**config.mk**
```make
export PLATFORM = sky130hd
export DESIGN_NAME = pc_trace_unit_flat
export DESIGN_NICKNAME = d
export VERILOG_FILES = /design/src/rtl/pc_trace_unit_pkg.sv /design/src/rtl/pc_trace_unit_if.sv /design/src/rtl/pc_trace_unit_fifo.sv /design/src/rtl/pc_trace_unit.sv /design/src/flat_wrapper.sv
export SDC_FILE = /design/constraint.sdc
export NUM_CORES = 1
export LEC_CHECK = 0
export CAP_MARGIN = 20
export CORE_ASPECT_RATIO = 0.9
export CORE_MARGIN = 10
export CORE_UTILIZATION = 40
export CTS_BUF_LIST = sky130_fd_sc_hd__clkbuf_2
export CTS_CLUSTER_SIZE = 20
export DETAILED_ROUTE_END_ITERATION = 8
export GPL_TIMING_DRIVEN = 0
export PLACE_DENSITY = 0.68
export RECOVER_POWER = 25
export SYNTH_ARGS = -nofsm -noshare
export SYNTH_HDL_FRONTEND = slang
export SYNTH_HIERARCHICAL = 1
export SYNTH_SLANG_ARGS = --single-unit
```
**constraint.sdc**
```tcl
create_clock -name clk -period 6.45 [get_ports clk]
set_input_delay 1.935 -clock clk [delete_from_list [all_inputs] [get_ports clk]]
set_output_delay 1.935 -clock clk [all_outputs]
set_load 0.01 [all_outputs]
```
**src/rtl/pc_trace_unit_pkg.sv**
```systemverilog
// Shared types and constants for the PC trace unit: entry layout,
// default fetch-state encoding and status flag bit positions.
package trace_pkg;

   localparam int TRACE_XLEN  = 32;
   localparam int TRACE_SEQ_W = 16;

   localparam logic [4:0] FETCH_STATE_DEF = 5'b00001;

   localparam int FLAG_HALT    = 0;
   localparam int FLAG_STALL   = 1;
   localparam int FLAG_TIMEOUT = 2;
   localparam int FLAG_W       = 3;

   typedef struct packed {
      logic [TRACE_SEQ_W-1:0] seq;
      logic [TRACE_XLEN-1:0]  pc;
   } trace_entry_t;

   function automatic logic [15:0] sat_inc16(input logic [15:0] v);
      return (v == 16'hFFFF) ? v : v + 16'd1;
   endfunction

endpackage

```
**src/rtl/pc_trace_unit_if.sv**
```systemverilog
// Valid/ready drain port of the trace buffer: the unit presents the head
// entry, the consumer (debug UART or bench) accepts it with trace_ready.
interface pc_trace_unit_if
   import trace_pkg::*;
#(
   parameter int XLEN  = TRACE_XLEN,
   parameter int SEQ_W = TRACE_SEQ_W
);

   logic             trace_valid;
   logic             trace_ready;
   logic [XLEN-1:0]  trace_pc;
   logic [SEQ_W-1:0] trace_seq;

   modport master (
      output trace_valid,
      output trace_pc,
      output trace_seq,
      input  trace_ready
   );

   modport slave (
      input  trace_valid,
      input  trace_pc,
      input  trace_seq,
      output trace_ready
   );

endinterface

```
**src/rtl/pc_trace_unit_fifo.sv**
```systemverilog
// Circular trace buffer: registered write, combinational head read.
// When full, a push either replaces the oldest entry or is discarded.
module trace_fifo #(
   parameter int DEPTH     = 16,
   parameter int W         = 48,
   parameter bit OVERWRITE = 1'b1
) (
   input  logic                   clk,
   input  logic                   clear,
   input  logic                   push,
   input  logic                   pop,
   input  logic [W-1:0]           din,
   output logic [W-1:0]           dout,
   output logic                   empty,
   output logic                   full,
   output logic [$clog2(DEPTH):0] level
);

   localparam int AW = $clog2(DEPTH);

   logic [W-1:0]  mem [DEPTH];
   logic [AW-1:0] wr_ptr;
   logic [AW-1:0] rd_ptr;
   logic [AW:0]   count;
   logic          pop_ok;
   logic          do_write;
   logic          adv_rd;

   assign empty  = (count == '0);
   assign full   = (count == (AW+1)'(DEPTH));
   assign pop_ok = pop && !empty;
   assign level  = count;
   assign dout   = empty ? '0 : mem[rd_ptr];

   // A full-buffer overwrite advances the read pointer as if the oldest
   // entry had been popped, so occupancy stays at DEPTH.
   always_comb begin
      do_write = 1'b0;
      adv_rd   = pop_ok;
      if (push) begin
         if (!full || pop_ok) begin
            do_write = 1'b1;
         end else if (OVERWRITE) begin
            do_write = 1'b1;
            adv_rd   = 1'b1;
         end
      end
   end

   always_ff @(posedge clk) begin
      if (clear) begin
         wr_ptr <= '0;
         rd_ptr <= '0;
         count  <= '0;
      end else begin
         if (do_write) begin
            wr_ptr <= wr_ptr + 1'b1;
         end
         if (adv_rd) begin
            rd_ptr <= rd_ptr + 1'b1;
         end
         if (do_write && !adv_rd) begin
            count <= count + 1'b1;
         end else if (!do_write && adv_rd) begin
            count <= count - 1'b1;
         end
      end
   end

   always_ff @(posedge clk) begin
      if (do_write && !clear) begin
         mem[wr_ptr] <= din;
      end
   end

endmodule

```
**src/rtl/pc_trace_unit.sv**
```systemverilog
// PC trace and run-health monitor: captures one entry per entry into the
// fetch state and raises sticky halt / stall / timeout flags.
module pc_trace_unit
   import trace_pkg::*;
#(
   parameter int                 XLEN        = TRACE_XLEN,
   parameter int                 STATE_W     = 5,
   parameter logic [STATE_W-1:0] FETCH_STATE = FETCH_STATE_DEF,
   parameter int                 DEPTH       = 16,
   parameter int                 SEQ_W       = TRACE_SEQ_W,
   parameter bit                 OVERWRITE   = 1'b1,
   parameter int                 HALT_REPEAT = 4,
   parameter int                 STALL_LIMIT = 1024,
   parameter int unsigned        TIMEOUT     = 1000000
) (
   input  logic                   clk,
   input  logic                   rst,
   input  logic                   en,
   input  logic                   clr,
   input  logic [STATE_W-1:0]     core_state,
   input  logic [XLEN-1:0]        pc_now,
   pc_trace_unit_if.master        trace,
   output logic [$clog2(DEPTH):0] level,
   output logic [15:0]            drop_cnt,
   output logic                   halt,
   output logic                   stall,
   output logic                   timeout
);

   localparam int RW = $clog2(HALT_REPEAT + 1);
   localparam int IW = $clog2(STALL_LIMIT + 1);
   localparam logic [31:0] CYC_TC  = 32'(TIMEOUT - 1);
   localparam logic [31:0] CYC_SAT = (TIMEOUT == 0) ? 32'hFFFF_FFFF : 32'(TIMEOUT);

   typedef struct packed {
      logic [SEQ_W-1:0] seq;
      logic [XLEN-1:0]  pc;
   } entry_t;

   logic [STATE_W-1:0] prev_state;
   logic               capture;
   logic               pop;
   logic               wipe;
   logic               fifo_empty;
   logic               fifo_full;
   logic               drop_evt;
   logic [SEQ_W-1:0]   seq;
   entry_t             wr_entry;
   entry_t             head;
   logic [XLEN-1:0]    last_pc;
   logic [RW-1:0]      rep_cnt;
   logic [RW-1:0]      rep_next;
   logic [IW-1:0]      idle_cnt;
   logic [31:0]        cyc_cnt;
   logic [FLAG_W-1:0]  flags;

   assign wipe     = rst | clr;
   assign capture  = en && (core_state == FETCH_STATE) && (prev_state != FETCH_STATE);
   assign pop      = !fifo_empty && trace.trace_ready;
   assign drop_evt = capture && fifo_full && !pop;
   assign wr_entry = '{seq: seq, pc: pc_now};

   trace_fifo #(
      .DEPTH     (DEPTH),
      .W         ($bits(entry_t)),
      .OVERWRITE (OVERWRITE)
   ) u_fifo (
      .clk   (clk),
      .clear (wipe),
      .push  (capture),
      .pop   (pop),
      .din   (wr_entry),
      .dout  (head),
      .empty (fifo_empty),
      .full  (fifo_full),
      .level (level)
   );

   assign trace.trace_valid = !fifo_empty;
   assign trace.trace_pc    = head.pc;
   assign trace.trace_seq   = head.seq;

   assign halt    = flags[FLAG_HALT];
   assign stall   = flags[FLAG_STALL];
   assign timeout = flags[FLAG_TIMEOUT];

   // rep_cnt == 0 means no PC captured yet, so the first capture never matches.
   always_comb begin
      rep_next = rep_cnt;
      if (capture) begin
         if ((rep_cnt != '0) && (pc_now == last_pc)) begin
            rep_next = (rep_cnt == RW'(HALT_REPEAT)) ? rep_cnt : rep_cnt + 1'b1;
         end else begin
            rep_next = RW'(1);
         end
      end
   end

   // seq survives clr so a consumer can still see the discontinuity.
   always_ff @(posedge clk) begin
      if (rst) begin
         prev_state <= '0;
         seq        <= '0;
      end else if (clr) begin
         prev_state <= '0;
      end else begin
         prev_state <= core_state;
         if (capture) begin
            seq <= seq + 1'b1;
         end
      end
   end

   always_ff @(posedge clk) begin
      if (wipe) begin
         drop_cnt <= '0;
         last_pc  <= '0;
         rep_cnt  <= '0;
         idle_cnt <= '0;
         flags    <= '0;
      end else begin
         if (drop_evt) begin
            drop_cnt <= sat_inc16(drop_cnt);
         end
         if (capture) begin
            last_pc <= pc_now;
         end
         rep_cnt <= rep_next;
         if (capture && (rep_next == RW'(HALT_REPEAT))) begin
            flags[FLAG_HALT] <= 1'b1;
         end
         if (capture) begin
            idle_cnt <= '0;
         end else if (en && (idle_cnt != IW'(STALL_LIMIT))) begin
            idle_cnt <= idle_cnt + 1'b1;
            if (idle_cnt == IW'(STALL_LIMIT - 1)) begin
               flags[FLAG_STALL] <= 1'b1;
            end
         end
         if ((TIMEOUT != 0) && (cyc_cnt == CYC_TC)) begin
            flags[FLAG_TIMEOUT] <= 1'b1;
         end
      end
   end

   // Counter runs one step past the terminal count and parks there, so the
   // timeout flag cannot re-arm after a clr.
   always_ff @(posedge clk) begin
      if (rst) begin
         cyc_cnt <= '0;
      end else if (cyc_cnt != CYC_SAT) begin
         cyc_cnt <= cyc_cnt + 32'd1;
      end
   end

endmodule

```
**src/flat_wrapper.sv**
```systemverilog
// flat-port wrapper written by rule: the top's interface ports become plain ports
module pc_trace_unit_flat import trace_pkg::*;
#(
   parameter int                 XLEN        = TRACE_XLEN,
   parameter int                 STATE_W     = 5,
   parameter logic [STATE_W-1:0] FETCH_STATE = FETCH_STATE_DEF,
   parameter int                 DEPTH       = 16,
   parameter int                 SEQ_W       = TRACE_SEQ_W,
   parameter bit                 OVERWRITE   = 1'b1,
   parameter int                 HALT_REPEAT = 4,
   parameter int                 STALL_LIMIT = 1024,
   parameter int unsigned        TIMEOUT     = 1000000
)
  (clk, rst, en, clr, core_state, pc_now, level, drop_cnt, halt, stall, timeout, trace_trace_valid, trace_trace_pc, trace_trace_seq, trace_trace_ready);
  pc_trace_unit_if #(.XLEN(XLEN), .SEQ_W(SEQ_W)) trace_i ();
  input  logic clk;
  input  logic rst;
  input  logic en;
  input  logic clr;
  input  logic [STATE_W-1:0] core_state;
  input  logic [XLEN-1:0] pc_now;
  output logic [$clog2(DEPTH):0] level;
  output logic [15:0] drop_cnt;
  output logic halt;
  output logic stall;
  output logic timeout;
  output wire logic [$bits(trace_i.trace_valid)-1:0] trace_trace_valid;
  output wire logic [$bits(trace_i.trace_pc)-1:0] trace_trace_pc;
  output wire logic [$bits(trace_i.trace_seq)-1:0] trace_trace_seq;
  input wire logic [$bits(trace_i.trace_ready)-1:0] trace_trace_ready;
  assign trace_trace_valid = trace_i.trace_valid;
  assign trace_trace_pc = trace_i.trace_pc;
  assign trace_trace_seq = trace_i.trace_seq;
  assign trace_i.trace_ready = trace_trace_ready;
  pc_trace_unit #(.XLEN(XLEN), .STATE_W(STATE_W), .FETCH_STATE(FETCH_STATE), .DEPTH(DEPTH), .SEQ_W(SEQ_W), .OVERWRITE(OVERWRITE), .HALT_REPEAT(HALT_REPEAT), .STALL_LIMIT(STALL_LIMIT), .TIMEOUT(TIMEOUT)) u_core (.clk(clk), .rst(rst), .en(en), .clr(clr), .core_state(core_state), .pc_now(pc_now), .trace(trace_i), .level(level), .drop_cnt(drop_cnt), .halt(halt), .stall(stall), .timeout(timeout));
endmodule
```
# Word-level counts from Yosys, hierarchy flattened
# Memories as Yosys holds them, arrays and structs flattened. A register that Yosys moved wholly into a read port is not among the register bits.
# Index checks and enable logic that the tools add are counted.
[op_classes]
reduce_logical = 27
n_bitwise = 4
n_eq_ne = 11
add_sub_neg = 9
muxes = 13
[ops]
columns = ["operator", "count"]
rows = [
  ["48-bit two-way mux", 1],
  ["16-bit by 1-bit adder with 16-bit output, second input constant", 2],
  ["32-bit by 1-bit adder with 32-bit output, second input constant", 1],
  ["32-bit by 20-bit equality test with 1-bit output, second input constant", 1],
  ["32-bit equality test", 1],
  ["32-bit by 20-bit inequality test with 1-bit output, second input constant", 1],
  ["16-bit equality test, second input constant", 1],
  ["1-bit logical AND", 12],
  ["11-bit by 1-bit adder with 11-bit output, second input constant", 1],
  ["11-bit by 10-bit equality test with 1-bit output, second input constant", 1],
  ["11-bit inequality test, second input constant", 1],
  ["5-bit two-way mux", 2],
  ["3-bit two-way mux", 3],
  ["4-bit by 1-bit adder with 4-bit output, second input constant", 2],
  ["4-bit two-way mux", 2],
  ["3-bit equality test, second input constant", 2],
  ["1-bit logical NOT", 6],
  ["5-bit by 1-bit adder with 5-bit output, second input constant", 1],
  ["5-bit by 1-bit equality test with 1-bit output, second input constant", 1],
  ["5-bit equality test, second input constant", 1],
  ["5-bit logical NOT", 1],
  ["1-bit two-way mux", 5],
  ["5-bit by 1-bit inequality test with 1-bit output, second input constant", 1],
  ["5-bit by 1-bit subtractor with 5-bit output, second input constant", 1],
  ["other kinds (9)", 13],
]
[word_totals]
regBits = 131
in_bits = 42
wordCells = 78
output_inout_bits = 73
mem_count = 1
ram_bits = 768
[memory_table]
columns = ["name", "words", "width", "read_ports", "rd_ports_with_merged_regs", "write_ports", "line_no", "source"]
rows = [
  ["u_core.u_fifo.mem", 16, 48, 1, 1, 1, "pc_trace_unit_fifo.sv:21", "logic [W-1:0] mem [DEPTH];"],
]

# Longest topological paths before layout
# Gate-level depths: netlist (run 1).
[logic_depth]
depth_word = 10
depth_mapped = 16

# Modules after synthesis
# Netlist (run 1), hierarchy kept.
[modules_own_cells]
columns = ["mod", "cells_each", "seq_area_each_um2", "area_each_um2", "instances"]
rows = [
  ["trace_fifo", 1353, 23402.4, 30366.6, 1],
  ["pc_trace_unit", 631, 2362.3, 5346.4, 1],
]

# Least setup slack after synthesis (run 1)
# OpenSTA, ideal clock, no wires.
[synth_path]
kind = "input to register"
from = "input core_state[1]"
to = "memory u_core.u_fifo.mem[0][0] (enable)"
n_path_buf = 3
t_required_ns = 6.040
cell_stages = 9
t_arrival_ns = 4.673
slack_ns = 1.366
path_cell_list = "nor4b_2 -> o211ai_2 -> inv_2 -> buf_2 -> buf_2 -> clkbuf_1 -> nand2b_1 -> nor3_1 -> and2_1"
[synth_via]
elab_chain_len = 7
[synth_lines]
columns = ["item", "line_no", "source"]
rows = [
  ["start, declared", "flat_wrapper.sv:20", "input logic [STATE_W-1:0] core_state;"],
  ["5-bit by 1-bit equality test with 1-bit output", "pc_trace_unit.sv:58", "assign capture = en && (core_state == FETCH_STATE) && (prev_state != FETCH_STATE);"],
  ["1-bit logical AND (2 in a row)", "pc_trace_unit.sv:58", ""],
  ["named net u_core.capture", "pc_trace_unit.sv:41", "logic capture;"],
  ["1-bit two-way mux", "pc_trace_unit_fifo.sv:40", "if (push) begin"],
  ["1-bit logical AND", "pc_trace_unit_fifo.sv:71", "if (do_write && !clear) begin"],
  ["1-bit two-way mux", "pc_trace_unit_fifo.sv:71", ""],
  ["1-bit two-way mux (not written as such)", "pc_trace_unit_fifo.sv:72", "mem[wr_ptr] <= din;"],
  ["end, declared", "pc_trace_unit_fifo.sv:21", ""],
]
# The timed path passes the listed nets, and every way through them passes these cells.

==> out/metrics.cfg, run 1 <==
[routing]
wire_per_inst_um=23.8
drtPass1Iterations=5
ant_nets=0
wl_mm=86.0
vias=20120
drc=0
drt-initial-drc-count=1684
via_per_inst=5.56

[cts]
clockRootBuffer=clkbuf_2
clkLatencyLatePin_ps=1430
cts.sinks=903
hold_buffers=0
cts_setup_buffers=0
clock_path_buffers=3
path_clk_slew_ps=130
cts_tree=built
cts.htree.levels=4
cts_made_buffers=205

[layout]
fin_cells=3617
fin_nets=2365
synthToLayoutAreaGrowth_pct=12.7
drive_above_1_share=0.251

[grt]
grt_pass1_wl_mm=128
overflow=0
grt_max_degree=49
antenna_found_initial=7
grt_pass1_vias=20893
grt_usage=0.167

[setup_path]
critical_path_class=register to output port
worstPathArrival_ps=4350
cpPeakStageDelay_ps=660
crit_top_cell=buf_2
crit_required_ps=4510
start_kind=register
crit_path_end_kind=output port
r2r_setup_slack_ps=1790
path_buf_inv=4
crit_family=buffers and inverters
reg2reg_from=u_core/prev_state[3]
path_cells=buf_2 -> clkbuf_4 -> buf_2 -> mux4_2 -> mux2i_1 -> o211ai_1 -> clkdlybuf4s50_1
slowest_stage=clkdlybuf4s50_1
crit_fanout=10

[floorplan]
core-area_mm2=0.0881
rows=103
initial_utilization=0.405
die-area_mm2=0.102
die_x_um=335
die_y_um=303
pin_count=115

[logic_synthesis]
ys_seq_area_frac=0.721
synth-seq-cells=903
syn_nets=2044
synth_cell_type_count=63
synth_edf_count=768
async_flop_share=0
synth_area_mm2=0.0357
synth_ff_type=edfxtp_1
syn_inst=1984
syn_avg_cell_area_um2=18.0
yosys_warnings=6

[placement]
detailed_place_hpwl_mm=51.7
dp_worst_setup_slack_ps=-118
place.port_buffers=114
gp_congestion=0.804
place_inst=3253

[timing]
rsz0062_at_grt=no
slew_headroom=0.270
slew_violations=0
final.setup.tns_ps=0
finClkSkew_ps=123
finalCriticalPeriod_ps=6290
setup_violations=0
worst_pin_slew_ps=1090
final.period_utilization=0.975
fmax_mhz=159
hold_slack_ps=475
hold_viol=0
setup_ws_ps=163

[power_and_ir_drop]
leakagePower_nw=12.7
ir_drop_mv=0.158
power_density_mw_per_mm2=249
finalPower_w=0.0100

[hold_path]
hp-start=u_core/last_pc[0]
hp-class=register to register

[run_status]
outcome=finished clean

[flow_run]
cap_violations=0

## cell usage in the layout (no fill, tap or decap), types with 3 or more instances in the layout
cell / netlist / routed
clkinv_1: 1 / 42
clkbuf_1: 48 / 40
buf_4: 4 / 13
and2_4: 0 / 16
inv_1: 23 / 23
dlygate4sd3_1: 0 / 18
xor2_1: 59 / 59
clkdlybuf4s50_1: 0 / 96
edfxtp_1: 768 / 768
nand2b_1: 5 / 5
clkinv_2: 0 / 8
dfxtp_1: 135 / 134
mux2i_1: 52 / 52
nor2b_1: 3 / 3
buf_2: 51 / 39
ha_1: 17 / 17
o21ai_0: 14 / 14
and2_1: 22 / 6
nor4_1: 15 / 15
a21oi_1: 57 / 57
mux4_2: 192 / 192
nand3_1: 31 / 31
nand4_1: 21 / 21
o211ai_1: 145 / 145
and4_1: 5 / 5
and3_1: 8 / 8
nor3_1: 13 / 13
bufinv_16: 0 / 3
clkinvlp_4: 0 / 6
clkbuf_2: 0 / 307
xnor2_1: 36 / 36
nor2_1: 91 / 91
buf_6: 4 / 5
nand2_1: 103 / 103
clkbuf_4: 0 / 3
or3_1: 17 / 17
diode_2: 0 / 3
## path summary, 6_finish.rpt
| path | cells after the start | endpoint |
|---|---|---|
| max | 7 | trace_trace_seq[2] |
| min | 2 | u_core/last_pc[0] |
| max reg2reg | 16 | u_core/u_fifo/level[4] |
| min reg2reg | 2 | u_core/last_pc[0] |
## metrics by stage
step	utilization	cell area, um2
3_3_place_gp	0.434	38300
6_report	0.457	40300
3_5_place_dp	0.435	38300
5_1_grt	0.457	40200
4_1_cts	0.456	40200
2_1_floorplan	-	35700
## kinds of logic (layout without fill, tap and decap cells)
family,count (synthesis),after routing,synth area share
XOR/XNOR,95,95,0.0233
adder cells (fa/ha/maj),18,18,0.00652
AND/OR/NAND/NOR,358,358,0.0508
flip-flops,903,903,0.721
buffers and inverters,135,610,0.0172
AO/OA/AOI/OAI,229,229,0.0444
other,0,3,0
multiplexers,246,246,0.136
## area by class of cell
class / count / area, um2
Inverter: 25 / 93.8
Fill cell: 7650 / 47900
Sequential cell: 903 / 25800
Multi-Input combinational cell: 946 / 9370
Clock inverter: 62 / 359
Buffer: 110 / 569
Tap cell: 1155 / 1450
Antenna cell: 3 / 7.51
Timing Repair Buffer: 114 / 1140
Clock buffer: 299 / 1500
## what timing repair did
| item | CTS | global route |
|---|---|---|
| resized for setup | 19 | 12 |
| setup endpoints to repair | 48 | 8 |
| pin swaps | 1 | 1 |
## tightest hold or removal path, delay by kind of cell (launching register included)
family             cells  cell delay (ps)
AOI/OAI and AO/OA      1               50
DFF                    1              330
and+or+nand+nor        1               50
## flip-flops by register name (all words and copies together) (netlist names), 5 cells and up, named ones only
register and count:
u_core/idle_cnt 11, u_core/prev_state 5, u_core/u_fifo/mem 768, u_core/drop_cnt 16, u_core/cyc_cnt 32, u_core/seq 16, u_core/last_pc 32, u_core/u_fifo/level 5
## metal layers
layer / vias up / global-route usage / share of wire
met5: - / 0 / 0.00015
met4: 2 / 0.0547 / 0.015
met3: 110 / 0.0500 / 0.087
met2: 857 / 0.267 / 0.48
met1: 10428 / 0.219 / 0.42
li1: 8723 / - / -
## cells in the mapped netlist (2+ instances only)
library cell	number	share of area
or4_1	2	0.00042
nand3_1	31	0.0043
nand2b_1	5	0.00088
inv_1	23	0.0024
or3_1	17	0.0030
mux4_2	192	0.12
xor2_1	59	0.014
mux2_2	2	0.00063
nor4b_1	2	0.00049
nor4_1	15	0.0026
a21oi_1	57	0.0080
nand2_1	103	0.011
and4_1	5	0.0012
buf_2	51	0.0071
nand4_1	21	0.0037
edfxtp_1	768	0.65
dfxtp_1	135	0.076
xnor2_1	36	0.0088
and3_1	8	0.0014
o31ai_1	2	0.00042
nor4_2	2	0.00070
and2_1	22	0.0039
nor3b_1	2	0.00042
o21ai_0	14	0.0020
ha_1	17	0.0060
nor2b_1	3	0.00053
o211ai_1	145	0.030
buf_6	4	0.0013
buf_1	3	0.00032
nor3_1	13	0.0018
clkbuf_1	48	0.0050
nor4bb_1	2	0.00056
nor2_1	91	0.0096
buf_4	4	0.00084
mux2i_1	52	0.015
## power breakdown
group | internal [W] | switching, W
Sequential | 0.00629 | 0.00000393
Combinational | 0.0000449 | 0.000108
Clock | 0.00137 | 0.00219
Total | 0.00770 | 0.00230
No activity file was read; power rests on OpenSTA's default activity.
==> inputs of run 2 (changes only) <==
- CORE_MARGIN: 10 -> 4
==> run 2 against run 1 <==
  * Total power shrank 0.27%
  * Sequential power is essentially flat
  * Clock-buffer cell count grew 22
  * Wire length shrank 0.92%
  * Final area is essentially flat
  * Via count shrank 0.33%
  * First-iteration DRC count grew 21%
  * Clock power is essentially flat
  * Worst setup slack gained 12 ps
  * Die area shrank 7.4%
  * Maximum frequency grew 0.19%
  * Highest routed layer is now met4
==> out/metrics.cfg, run 2 (synthesis gave the netlist of run 1 again) <==
[run_status]
outcome=finished clean

[grt]
busiest_layer=met2
overflow=0  ; unchanged
grt_pass1_wl_mm=128  ; +0.30%
grtUsageMet2=0.290  ; +0.0233
antenna_found_initial=4  ; -3
grt_use_met1=0.246  ; +0.0270
gr-usage-met3=0.0457  ; -0.00423
grt_max_degree=49  ; unchanged
grt_pass1_vias=21020  ; +0.61%
grt_usage=0.182  ; +0.0142

[timing]
setup_violations=0  ; unchanged
final.setup.tns_ps=0  ; unchanged
fmax_mhz=159  ; +0.19%
finalCriticalPeriod_ps=6280  ; -12.0 ps
final.period_utilization=0.973  ; -0.00185
finClkSkew_ps=122  ; -1.27 ps
setup_ws_ps=175  ; +12.0 ps
hold_viol=0  ; unchanged
worst_pin_slew_ps=991  ; -104 ps
slew_headroom=0.339  ; +0.0692
slew_violations=0  ; unchanged

[floorplan]
die_x_um=323  ; -3.6%
die_y_um=291  ; -4.0%
die-area_mm2=0.0941  ; -7.4%
pin_count=115  ; unchanged
rows=103  ; unchanged
initial_utilization=0.405  ; unchanged
core-area_mm2=0.0881  ; unchanged

[power_and_ir_drop]
power.switching_w=0.00231  ; +0.43%
seqPwrFrac=0.631  ; +0.002
leakagePower_nw=12.8  ; +0.41%
power_density_mw_per_mm2=248  ; -0.33%
intPower_w=0.00767  ; -0.48%
ir_drop_mv=0.159  ; +0.57%
power_frac_comb=0.015  ; about the same
p_sw_frac=0.232  ; +0.00162
clkPwrFrac=0.354  ; about the same

[layout]
n_fill_cell=7656  ; +0.078%
mostFrequentLayoutCell=edfxtp_1
regArea_mm2=0.0258  ; about the same
reg_top3=u_core/u_fifo/mem: 768 flops, u_core/cyc_cnt: 32 flops, u_core/last_pc: 32 flops
largest_reg_flops=768  ; unchanged
fin_nets=2366  ; +0.042%
fin_area_mm2=0.0403  ; about the same
drive_above_1_share=0.254  ; +0.00333
synthToLayoutAreaGrowth_pct=12.8  ; about the same
most-common-layout-cells=edfxtp_1 (768), clkbuf_2 (328), mux4_2 (192), o211ai_1 (145), dfxtp_1 (135)
multi_input_area_mm2=0.00937  ; unchanged
regMostFlops=u_core/u_fifo/mem

[cts]
path_clk_slew_ps=120  ; about the same
cts_made_buffers=206  ; +0.49%
clkLatencyLatePin_ps=1430  ; about the same
cts_setup_buffers=0  ; unchanged
hold_buffers=0  ; unchanged
cts.htree.levels=4  ; unchanged
cts_tree=built
clock_path_buffers=3  ; unchanged
clockRootBuffer=clkbuf_2
cts.sinks=903  ; unchanged

[placement]
dp_worst_setup_slack_ps=64.4  ; +182 ps
gp_congestion=0.800  ; -0.55%
detailed_place_hpwl_mm=51.3  ; -0.81%
place.port_buffers=114  ; unchanged
place_area_mm2=0.0383  ; unchanged

[routing]
ant_nets=0  ; unchanged
drc=0  ; unchanged
drt-initial-drc-count=2044  ; +21%
drtPass1Iterations=5  ; unchanged
vias=20053  ; -0.33%
via_per_inst=5.51  ; -0.94%
wire_per_inst_um=23.4  ; -1.5%
wl_mm=85.2  ; -0.92%

[setup_path]
critical_path_class=register to output port
worstPathArrival_ps=4340  ; about the same
crit_fanout=10  ; unchanged
start_kind=register
crit_path_end_kind=output port
crit_required_ps=4510  ; about the same

[hold_path]
hp-class=register to register

[flow_run]
cap_violations=0  ; unchanged

==> run 2: changes by cell type in the layout (fill, tap and decap cells not counted), sizes merged <==
cell / before / now
clkinvlp: 6 / 3
inv: 26 / 28
dlygate4sd3: 18 / 16
bufinv: 3 / 0
diode: 3 / 6
clkdlybuf4s50: 96 / 98
clkinv: 52 / 53
clkbuf: 350 / 372
==> run 2: critical path, stage by stage (launching register included) <==
cell and delay, ps:
dfxtp_1 340, buf_2 410, clkbuf_2 420, clkbuf_1 550, o211ai_1 210, o211ai_1 340, clkdlybuf4s50_1 670
==> run 2: repair_timing <==
item                       CTS  global route
gates cloned                 0             0
resized for setup           21             7
setup endpoints to repair   47             3
pin swaps                    2             1
==> run 2: per-layer routing <==
layer | up-vias | wire (um)
met4 | 0 | 1200
met3 | 98 | 7240
met5 | - | 0
met2 | 820 | 41200
li1 | 8753 | -
met1 | 10382 | 35600
==> run 2: power groups by stage <==
stage | clock (W) | combinational (W) | sequential [W]
after global placement | 0 | 0.000148 | 0.00643
after CTS | 0.00365 | 0.000156 | 0.00630
after detailed placement | 0 | 0.000156 | 0.00643
after floorplan | 0 | 0.0000464 | 0.00643
final | 0.00353 | 0.000154 | 0.00630
after global routing | 0.00399 | 0.000167 | 0.00630
==> run 2: through the flow <==
step / cells / utilization / hold slack (ps) / power [W]
after floorplan: 1984 / - / 448 / 0.00647
after global placement: 3253 / 0.434 / 455 / 0.00658
after detailed placement: 3253 / 0.435 / 461 / 0.00658
after CTS: 3633 / 0.457 / 395 / 0.0101
after global routing: 3638 / 0.457 / 420 / 0.0105
final: 3639 / 0.457 / 405 / 0.00998
==> run 2: worst paths after layout <==
path                                start                     end  slack (ps)  cells after the start
setup / recovery   u_core/u_fifo/level[4]      trace_trace_seq[2]         170                      6
hold / removal    u_core/u_fifo/rd_ptr[3]                register         410                      2
setup reg to reg     u_core/prev_state[3]  u_core/u_fifo/level[4]        1860                     16
hold reg to reg   u_core/u_fifo/rd_ptr[3]                register         410                      2
==> run 2: cell type report <==
type,count,area share
Antenna cell,6,0.000373
Buffer,110,0.0141
Clock buffer,321,0.0399
Clock inverter,59,0.00665
Inverter,25,0.00233
Multi-Input combinational cell,946,0.233
Sequential cell,903,0.640
Tap cell,1155,0.0359
Timing Repair Buffer,114,0.0283
